--- src/rtl/rr_word_mux.sv ---
`timescale 1ns/1ps
`default_nettype none
// ============================================================================
//  Module   : rr_word_mux
//  Brief    : N-channel valid/ready word mux with fixed, round-robin and
//             forced arbitration feeding a single registered output stage.
//  Revision : 1.0  initial release
// ============================================================================
module rr_word_mux #(
    parameter int WIDTH    = 32,
    parameter int CHANNELS = 4,
    parameter int SEL_W    = 5
) (
    input  logic                      clk,
    input  logic                      rst_n,
    input  logic [CHANNELS*WIDTH-1:0] in_data,
    input  logic [CHANNELS-1:0]       in_valid,
    output logic [CHANNELS-1:0]       in_ready,
    input  logic [1:0]                mode,
    input  logic [SEL_W-1:0]          sel,
    output logic [WIDTH-1:0]          out_data,
    output logic                      out_valid,
    output logic [SEL_W-1:0]          out_chan,
    input  logic                      out_ready
);

    localparam logic [1:0] c_MODE_RR     = 2'b01;
    localparam logic [1:0] c_MODE_FORCED = 2'b10;

    logic                 out_valid_q, out_valid_d;
    logic [WIDTH-1:0]     out_data_q,  out_data_d;
    logic [SEL_W-1:0]     out_chan_q,  out_chan_d;
    logic [SEL_W-1:0]     ptr_q,       ptr_d;

    logic                 w_load;
    logic                 w_lo_any, w_hi_any, w_fc_any, w_gnt_any;
    logic [SEL_W-1:0]     w_lo_idx, w_hi_idx, w_gnt_idx;
    logic [CHANNELS-1:0]  w_grant;
    logic [WIDTH-1:0]     w_sel_data;

    assign w_load = !out_valid_q || out_ready;

    // Descending scan: the last hit is the lowest index. The "hi" search only
    // considers channels at or above the RR pointer; "lo" is the wrap fallback.
    always_comb begin
        w_lo_any = 1'b0;
        w_lo_idx = '0;
        w_hi_any = 1'b0;
        w_hi_idx = '0;
        w_fc_any = 1'b0;
        for (int i = CHANNELS - 1; i >= 0; i--) begin
            if (in_valid[i]) begin
                w_lo_any = 1'b1;
                w_lo_idx = i[SEL_W-1:0];
                if (i[SEL_W-1:0] >= ptr_q) begin
                    w_hi_any = 1'b1;
                    w_hi_idx = i[SEL_W-1:0];
                end
                if (sel == i[SEL_W-1:0]) begin
                    w_fc_any = 1'b1;
                end
            end
        end
    end

    always_comb begin
        w_gnt_any = w_lo_any;
        w_gnt_idx = w_lo_idx;
        case (mode)
            c_MODE_RR: begin
                if (w_hi_any) begin
                    w_gnt_any = 1'b1;
                    w_gnt_idx = w_hi_idx;
                end
            end
            c_MODE_FORCED: begin
                w_gnt_any = w_fc_any;
                w_gnt_idx = sel;
            end
            default: ;
        endcase
    end

    genvar g;
    generate
        for (g = 0; g < CHANNELS; g++) begin : g_grant
            assign w_grant[g]  = w_gnt_any && (w_gnt_idx == SEL_W'(g));
            assign in_ready[g] = w_grant[g] && w_load && rst_n;
        end
    endgenerate

    always_comb begin
        w_sel_data = '0;
        for (int i = 0; i < CHANNELS; i++) begin
            if (w_grant[i]) begin
                w_sel_data = in_data[i*WIDTH +: WIDTH];
            end
        end
    end

    always_comb begin
        out_valid_d = out_valid_q;
        out_data_d  = out_data_q;
        out_chan_d  = out_chan_q;
        ptr_d       = ptr_q;
        if (w_load) begin
            out_valid_d = w_gnt_any;
            if (w_gnt_any) begin
                out_data_d = w_sel_data;
                out_chan_d = w_gnt_idx;
                if (mode == c_MODE_RR) begin
                    ptr_d = (w_gnt_idx == SEL_W'(CHANNELS - 1)) ? '0
                                                                : w_gnt_idx + SEL_W'(1);
                end
            end
        end
    end

    always_ff @(posedge clk or negedge rst_n) begin
        if (!rst_n) begin
            out_valid_q <= 1'b0;
            out_data_q  <= '0;
            out_chan_q  <= '0;
            ptr_q       <= '0;
        end else begin
            out_valid_q <= out_valid_d;
            out_data_q  <= out_data_d;
            out_chan_q  <= out_chan_d;
            ptr_q       <= ptr_d;
        end
    end

    assign out_valid = out_valid_q;
    assign out_data  = out_data_q;
    assign out_chan  = out_chan_q;

endmodule
`default_nettype wire

--- config.mk ---
export PLATFORM = sky130hd
export DESIGN_NAME = rr_word_mux
export DESIGN_NICKNAME = d
export VERILOG_FILES = /design/src/rtl/rr_word_mux.sv
export SDC_FILE = /design/constraint.sdc
export NUM_CORES = 1
export LEC_CHECK = 0
export CORE_MARGIN = 3
export CORE_UTILIZATION = 35
export CTS_CLUSTER_SIZE = 8
export DETAILED_ROUTE_END_ITERATION = 8
export GPL_TIMING_DRIVEN = 0
export PLACE_DENSITY = 0.83
export SLEW_MARGIN = 20
export SYNTH_ARGS = -nofsm -noshare
export SYNTH_HDL_FRONTEND = slang
export SYNTH_SLANG_ARGS = --single-unit
--- constraint.sdc ---
create_clock -name clk -period 3.01 [get_ports clk]
set_input_delay 0.602 -clock clk [delete_from_list [all_inputs] [get_ports clk]]
set_output_delay 0.602 -clock clk [all_outputs]
set_load 0.02 [all_outputs]
Word level (Yosys, flattened, before mapping):

Cells that the tools add are included.

* register bits: 43
* input port bits: 142
* word-level logic and storage cells: 76
* output and inout bits: 42

* equality and inequality tests: 8
* order comparisons: 4
* muxes and demuxes: 41
* add/subtract/negate cells: 1
* reduce and logical (&&, ||, !) cells: 18

Operator list (count)
* two-way mux 32 bit: 4
* two-way mux 5 bit: 11
* two-way mux 1 bit: 21
* == test 5 x 2 -> 1 bit, second input constant: 4
* logical AND 1 bit: 12
* == test 5 x 1 -> 1 bit, second input constant: 2
* >= comparator 1 x 5 -> 1 bit, first input constant: 2
* >= comparator 2 x 5 -> 1 bit, first input constant: 2
* logical NOT 5 bit: 2
* one-hot mux 5 bit (2 select lines): 1
* two-way mux 2 bit: 3
* adder 5 x 1 -> 5 bit, second input constant: 1
* AND reduction 3 bit: 1
* == test 2 x 1 -> 1 bit, second input constant: 1
* == test 2 bit, second input constant: 1
* one-hot mux 1 bit (2 select lines): 1
* AND reduction 2 bit: 1
* logical NOT 1 bit: 1
* logical OR 1 bit: 1

Logic depth before layout (Yosys ltp):

Gate-level depths: netlist of the first run.

* depth after elaboration: 17
* depth in mapped cells: 17
* gate-level depth less buffers: 14

Worst setup path before layout of the first run:

OpenSTA, ideal clock, no wires.

* path type: in2out
* start: input mode[0]
* end: output in_ready[3]
* cell stages on the path: 10
* required time: 2408 ps
* buffers on the path: 1
* data arrival time: 2469 ps
* setup slack: -61 ps
* path through: inv_1 > ha_1 > nor2b_1 > a21oi_1 > a22oi_2 > ha_1 > and2_1 > o21ai_4 > buf_4 > nor2_1

* longest elaborated chain between the ends: 6
* elaborated cells between the ends (all ways): 8
* those cells by class: 3 x eq/ne; 2 x mux; 3 x reduce/logical

Ends and longest elaborated chain
* start, declared: line 19 `input logic [1:0] mode,`
* == test 2 bit or == test 2 x 1 -> 1 bit (tied branches): line 69 `case (mode)`
* one-hot mux 5 bit (2 select lines) *: line 69
* net w_gnt_idx[0]: line 37 `logic [SEL_W-1:0] w_lo_idx, w_hi_idx, w_gnt_idx;`
* == test 5 x 2 -> 1 bit *: line 87 `assign w_grant[g] = w_gnt_any && (w_gnt_idx == SEL_W'(g));`
* logical AND 1 bit *: line 87
* logical AND 1 bit * (2 in series): line 88 `assign in_ready[g] = w_grant[g] && w_load && rst_n;`
* end, declared: line 18 `output logic [CHANNELS-1:0] in_ready,`

The timed path passes the listed nets; every way through them passes the cells marked *.

Worst setup path after layout of the first run:

* start: register ptr_q[4]
* end: output in_ready[2]

* longest elaborated chain between the ends: 15
* elaborated cells between the ends (all ways): 28
* those cells by class: 4 x order compare; 1 x eq/ne; 20 x mux; 3 x reduce/logical

Ends and longest elaborated chain
* start, declared: line 33 `logic [SEL_W-1:0] ptr_q, ptr_d;`
* start signal, assigned: line 129 `ptr_q <= ptr_d;`
* >= comparator 2 x 5 -> 1 bit: line 55 `if (i[SEL_W-1:0] >= ptr_q) begin`
* two-way mux 2 bit or two-way mux 1 bit (tied branches): line 55
* two-way mux 2 bit or two-way mux 1 bit (tied branches): line 52 `if (in_valid[i]) begin`
* two-way mux 5 bit or two-way mux 1 bit (tied branches): line 55
* two-way mux 5 bit or two-way mux 1 bit (tied branches): line 52
* two-way mux 5 bit or two-way mux 1 bit (tied branches): line 55
* two-way mux 5 bit or two-way mux 1 bit (tied branches): line 52
* two-way mux 5 bit or two-way mux 1 bit (tied branches): line 55
* two-way mux 5 bit or two-way mux 1 bit (tied branches): line 52
* two-way mux 5 bit *: line 71 `if (w_hi_any) begin`
* one-hot mux 5 bit (2 select lines) *: line 69
* net w_gnt_idx[0]: line 37
* == test 5 x 2 -> 1 bit *: line 87
* logical AND 1 bit *: line 87
* logical AND 1 bit * (2 in series): line 88

Marks and branches as above.

==> results of run 1 <==
## cells by family after synthesis
group,synth area share [%]
adders and majority gates,2.38
muxes,1.43
and+or+nand+nor,22.3
buffers and inverters,7.42
xor gates and xnor gates,0.278
DFF,34.1
AOI/OAI and AO/OA,32.1
## power by group
group / switching [mW] / internal, mW / total, mW
clock network: 0.202 / 0.210 / 0.412
logic: 0.891 / 0.860 / 1.75
registers: 0.0960 / 0.724 / 0.820
## stage by stage
step | setup WS [ps] | cells | instance area (um2) | hold slack [ps] | utilization, %
after floorplan | 24.7 | 425 | 3160 | 306 | -
after global placement | -1400 | 716 | 5130 | 461 | 58.8
after detailed placement | -1480 | 717 | 5150 | 475 | 59.0
after CTS | -35.5 | 742 | 5560 | 293 | 63.7
after global routing | -54.5 | 749 | 5630 | 309 | 64.5
final | 43.5 | 749 | 5630 | 290 | 64.5
## metal layers
layer | global-route usage, % | vias up | wire length (um)
met5 | 0 | - | 0
met4 | 7.46 | 0 | 334
met3 | 6.02 | 30 | 1130
met2 | 48.2 | 201 | 7070
met1 | 28.7 | 1947 | 5200
li1 | - | 1923 | -
## final timing paths
path / end / slack [ps] / start
setup / recovery: in_ready[2] / 40 / ptr_q[4]$_DFFE_PN0P_
setup reg to reg: out_data[30]$_DFFE_PN0P_ / 60 / ptr_q[4]$_DFFE_PN0P_
hold / removal: out_data[4]$_DFFE_PN0P_ / 290 / rst_n
hold reg to reg: out_chan[3]$_DFFE_PN0P_ / 490 / out_chan[3]$_DFFE_PN0P_
max in group asynchronous: ptr_q[3]$_DFFE_PN0P_ / 2190 / rst_n
min in group clk: out_chan[3]$_DFFE_PN0P_ / 490 / out_chan[3]$_DFFE_PN0P_
## what timing repair did
action,in CTS,in global routing
hold buffers,0,0
gates resized for setup,75,40
setup buffers,18,10
gates cloned,1,0
pin swaps,8,6
hold endpoints to repair,0,0
endpoints found under the setup margin,36,35
## Yosys cell counts (2+ instances only)
cell | n | share of area (%)
ha_1 | 6 | 2.4
a21oi_1 | 71 | 11
nand3b_1 | 32 | 7.6
buf_1 | 3 | 0.36
nand3_1 | 2 | 0.32
o21ai_4 | 2 | 1.0
dfrtp_1 | 43 | 34
buf_6 | 8 | 2.9
nor2_1 | 8 | 0.95
nand2_1 | 83 | 9.9
o31ai_1 | 2 | 0.48
and2_1 | 5 | 0.99
clkbuf_1 | 19 | 2.3
mux2_2 | 2 | 0.71
inv_1 | 5 | 0.60
o21ai_0 | 60 | 9.5
o21ai_1 | 46 | 7.3
buf_4 | 5 | 1.2
nand2b_1 | 5 | 0.99
## state kept, by name, summed over array words and instances, names as in the netlist
signal and cells:
ptr_q 5, out_valid 1, out_chan 5, out_data 32
## worst max-delay path, cell delays in order, from the launching register on
cell and delay, ps:
dfrtp_1 380, or3_4 430, nor2_4 120, o21ai_2 70
a22oi_2 330, inv_2 130, ha_4 200, clkbuf_16 150
and2_4 130, buf_6 120
## layout make-up
class                      instances  area (um2)
fill                             748        3100
timing repair buffer             213        2060
multi-input combinational        341        1970
sequential                        43        1080
buffer                            31         264
tap                              108         135
clock buffer                       8         100
inverter                           5        18.8
==> metrics, run 1 <==
outcome=completed; worst slew pin tran=561 ps; Peak supply drop=around 270 uV; Critical Path Sink Type=primary output; Critical Path AT=around 2400 ps; #FFs+latches synth=43; Worst Path Required=approximately 2400 ps; DIE AREA=about 0.010 mm2; 1st-iter DRT viols=roughly 190; HP Class=in2async; fmax=between 0.3 and 0.4 GHz; R2R cell count=14; power per cell area=approximately 530 mW/mm2; die width=between 100 and 150 um; Final setup viols=0; cts bufs inserted=5; CTS sink cnt=between 40 and 50; Hold Vio Cnt, Final=0; drt total wl=roughly 14000 um; WS Path Type=reg2out; commonest non-fill, non-tap cell in the layout=clkdlybuf4s50_1; clock root cell=clkbuf_8; Worst Setup Start Kind=register; Max clock buf depth=2; DP Wirelength=10200 um; vias in the first global route=4220; TritonRoute pass-1 iters=5; clk_skew=roughly 10 ps; H-tree depth=2; global route overflow=0; period utilization=98.6%; Core Area=between 0.008 and 0.009 mm2; first-pass GRT wire length=roughly 21000 um; Gate Count Post-Synth=425; EDFF count, synth=0; routability cong.=slightly above 0.9; DIE HEIGHT=~100 um; Clock Latency Late Sink=approximately 300 ps; Residual DRC=0; sum of negative setup slack=0 ps; Yosys warnings=0; gr usage total=about a quarter; pin count of the biggest net entering global routing=25; I/O pins=between 150 and 200; initial antenna violation count=0; post-synthesis net count=about 570; Synth Flop Type=dfrtp_1; Leak=about 2.2 nW; register clock-pin slew on the reported worst setup and hold paths=80 ps; total power=~3 mW; Slew headroom=a little over three fifths; CP max FO=5; via count=between 4000 and 5000; Distinct cells, synth=37; synth-to-layout area growth=78.3%; register area share after synthesis=between 30% and 40%; buffers added on ports=~180; row count=34; Starting Density=between 30% and 40%; Detail Route Antenna Nets=0; most frequent cells in the layout=170 x clkdlybuf4s50_1, 83 x nand2_1, 65 x a21oi_1; Max-Cap Viols=0; Final Slew Violations=0; via/cell ratio=5.48; Syn Std Cell Area=0.00315 mm2; Mean Syn Cell Area=7.42 um2; ANT cells=0; CTS tree=built; Tmin final=2970 ps; Async SR Flop Fraction=100%; DR WL/cell=18.3 um; share of cells above drive strength 1=~16%; Nets=788
Power figures use the tool's default switching activity.
==> run 2, diff against run 1 <==
--- a/config.mk
+++ b/config.mk
@@ -5,6 +5,7 @@
 export SDC_FILE = /design/constraint.sdc
 export NUM_CORES = 1
 export LEC_CHECK = 0
+export CORE_ASPECT_RATIO = 0.7
 export CORE_MARGIN = 3
 export CORE_UTILIZATION = 35
 export CTS_CLUSTER_SIZE = 8
==> metrics, run 2 (same netlist as run 1, synthesis figures left out) <==
outcome=completed; Int Power=between 1.5 and 2 mW; Hold Vio Cnt, Final=0; Core Area=roughly 0.0086 mm2; DIE HEIGHT=85.4 um; DR WL/cell=17.6 um; Place WS=-1440 ps; max reg flops=32; H-tree depth=2; Final setup viols=0; Switch Pwr=about 1.2 mW; global route overflow=0; fmax=roughly 0.33 GHz; most frequent cells in the layout=170 x clkdlybuf4s50_1, 83 x nand2_1, 66 x a21oi_1; Peak supply drop=around 300 uV; routability cong.=around 0.92; Worst Setup Start Kind=register; DIE AREA=about 0.01 mm2; Max-Cap Viols=0; area post-placement=roughly 0.0052 mm2; buffers added on ports=roughly 180; Final Slew Violations=0; period utilization=just under 100%; Clk pwr share=about a fifth; DP Wirelength=between 9000 and 10000 um; total power=~3.2 mW; 1st-iter DRT viols=around 320; Nets=781; commonest non-fill, non-tap cell in the layout=clkdlybuf4s50_1; first-pass GRT wire length=roughly 21000 um; placed cells=729; Post-Layout Cell Count=754; Slew headroom=between 60% and 70%; FF-to-FF Start=ptr_q[3]$_DFFE_PN0P_; clk_skew=approximately 5.8 ps; CTS tree=built; Hold WS=288 ps; Setup WS post-layout=19.2 ps; final non-filler cell area=around 0.0057 mm2; share of cells above drive strength 1=~16%; power per cell area=roughly 560 mW/mm2; Flop pwr share=approximately a quarter; row count=28; CP endpoint=in_ready[1]; I/O pins=184; Residual DRC=0; pin count of the biggest net entering global routing=26; TritonRoute pass-1 iters=5; Critical Path AT=between 2000 and 2500 ps; setup repair after global routing missed its margin=yes; drt total wl=13300 um; clock root cell=clkbuf_16; sw frac=38.0%; Critical Path Sink Type=primary output; Tmin final=~3000 ps; Worst R2R Setup Slack=120 ps; Starting Density=a little over a third; Worst Path Required=around 2400 ps; final core occ=66.2%; sum of negative setup slack=0 ps; CP startpoint=ptr_q[3]$_DFFE_PN0P_; via count=between 4000 and 5000; CTS sink cnt=43; CP max FO=10; FF-to-FF End=out_data[6]$_DFFE_PN0P_; Max clock buf depth=2; WS Path Type=reg2out; synth-to-layout area growth=81.0%; HP Class=in2async; cts bufs inserted=5; crit-path max cell delay=between 400 and 500 ps; crit-path cells=or3_4 > a211oi_2 > nand2b_4 > a21oi_4 > inv_2 > ha_4 > buf_8 > clkbuf_16 > and2_4 > buf_6; worst slew pin tran=516 ps; Clock Latency Late Sink=~280 ps; vias in the first global route=a little over 4000; CP max stage cell=or3_4; Detail Route Antenna Nets=0; initial antenna violation count=0; gr usage total=25.2%; register clock-pin slew on the reported worst setup and hold paths=~60 ps; combinational power share=between 50% and 60%; R2R cell count=15; ANT cells=0; Leak=~2.3 nW; via/cell ratio=between 5 and 6; die width=roughly 120 um
run 2: cell count changes in the layout (fill, tap and decap cells not counted), sizes merged:
cell           change
clkbuf             -4
clkdlybuf4s15      +1
dlymetal6s2s       +1
buf                -5
clkinv             +1
bufinv             +1
dlygate4sd2        -2
run 2: timing repair:
action	CTS	global route
gates cloned	1	0
pin swaps	4	9
hold endpoints to repair	0	0
setup endpoints to repair	36	35
setup buffers	14	5
hold buffers	0	0
resized for setup	77	45
run 2: how the worst min path moves through the flow:
stage                              start                  endpoint  cells after the start
detailed placement  ptr_q[2]$_DFFE_PN0P_      ptr_q[2]$_DFFE_PN0P_                      2
global route                       rst_n     out_valid$_DFFE_PN0N_                      1
finish                             rst_n      ptr_q[0]$_DFFE_PN0P_                      1
global placement    ptr_q[4]$_DFFE_PN0P_      ptr_q[4]$_DFFE_PN0P_                      2
CTS                                rst_n  out_data[17]$_DFFE_PN0P_                      1
floorplan                          rst_n   out_chan[0]$_DFFE_PN0P_                      0
run 2: metal layers:
metal  wire length [um]  vias to the layer above  global-route usage (%)
li1                   -                     1907                       -
met5                  0                        -                       0
met1               5800                     1923                    33.1
met4                100                        0                    4.78
met3               1130                       10                    5.73
met2               6240                      201                    43.1
run 2: cell type report:
class / count / area [um2]
timing repair buffer: 204 / 1990
sequential: 43 / 1080
clock buffer: 6 / 139
multi-input combinational: 341 / 2010
inverter: 5 / 23.8
tap: 120 / 150
clock inverter: 2 / 35.0
fill: 747 / 2910
buffer: 33 / 283
run 2: power groups by stage:
stage                     sequential [mW]  clock [mW]  combinational, mW
after floorplan                     0.977           0              0.662
after global placement              0.827           0               1.49
after detailed placement            0.831           0               1.53
after CTS                           0.825       0.649               1.67
after global routing                0.845       0.670               1.87
final                               0.830       0.642               1.73
run 2: worst max-delay path, delay by kind of cell, from the launching register on:
| family | cells | cell delay, ps |
|---|---|---|
| compound gates | 2 | 320 |
| fa+ha+maj | 1 | 170 |
| buf+inv | 4 | 510 |
| flops | 1 | 380 |
| simple gates | 3 | 750 |
==> run 3, diff against run 2 <==
--- a/config.mk
+++ b/config.mk
@@ -10,6 +10,7 @@
 export CORE_UTILIZATION = 35
 export CTS_CLUSTER_SIZE = 8
 export DETAILED_ROUTE_END_ITERATION = 8
+export GPL_ROUTABILITY_DRIVEN = 0
 export GPL_TIMING_DRIVEN = 0
 export PLACE_DENSITY = 0.83
 export SLEW_MARGIN = 20
==> results of run 3 <==
No change in the layout: final DEF, timing and power equal those of run 2.
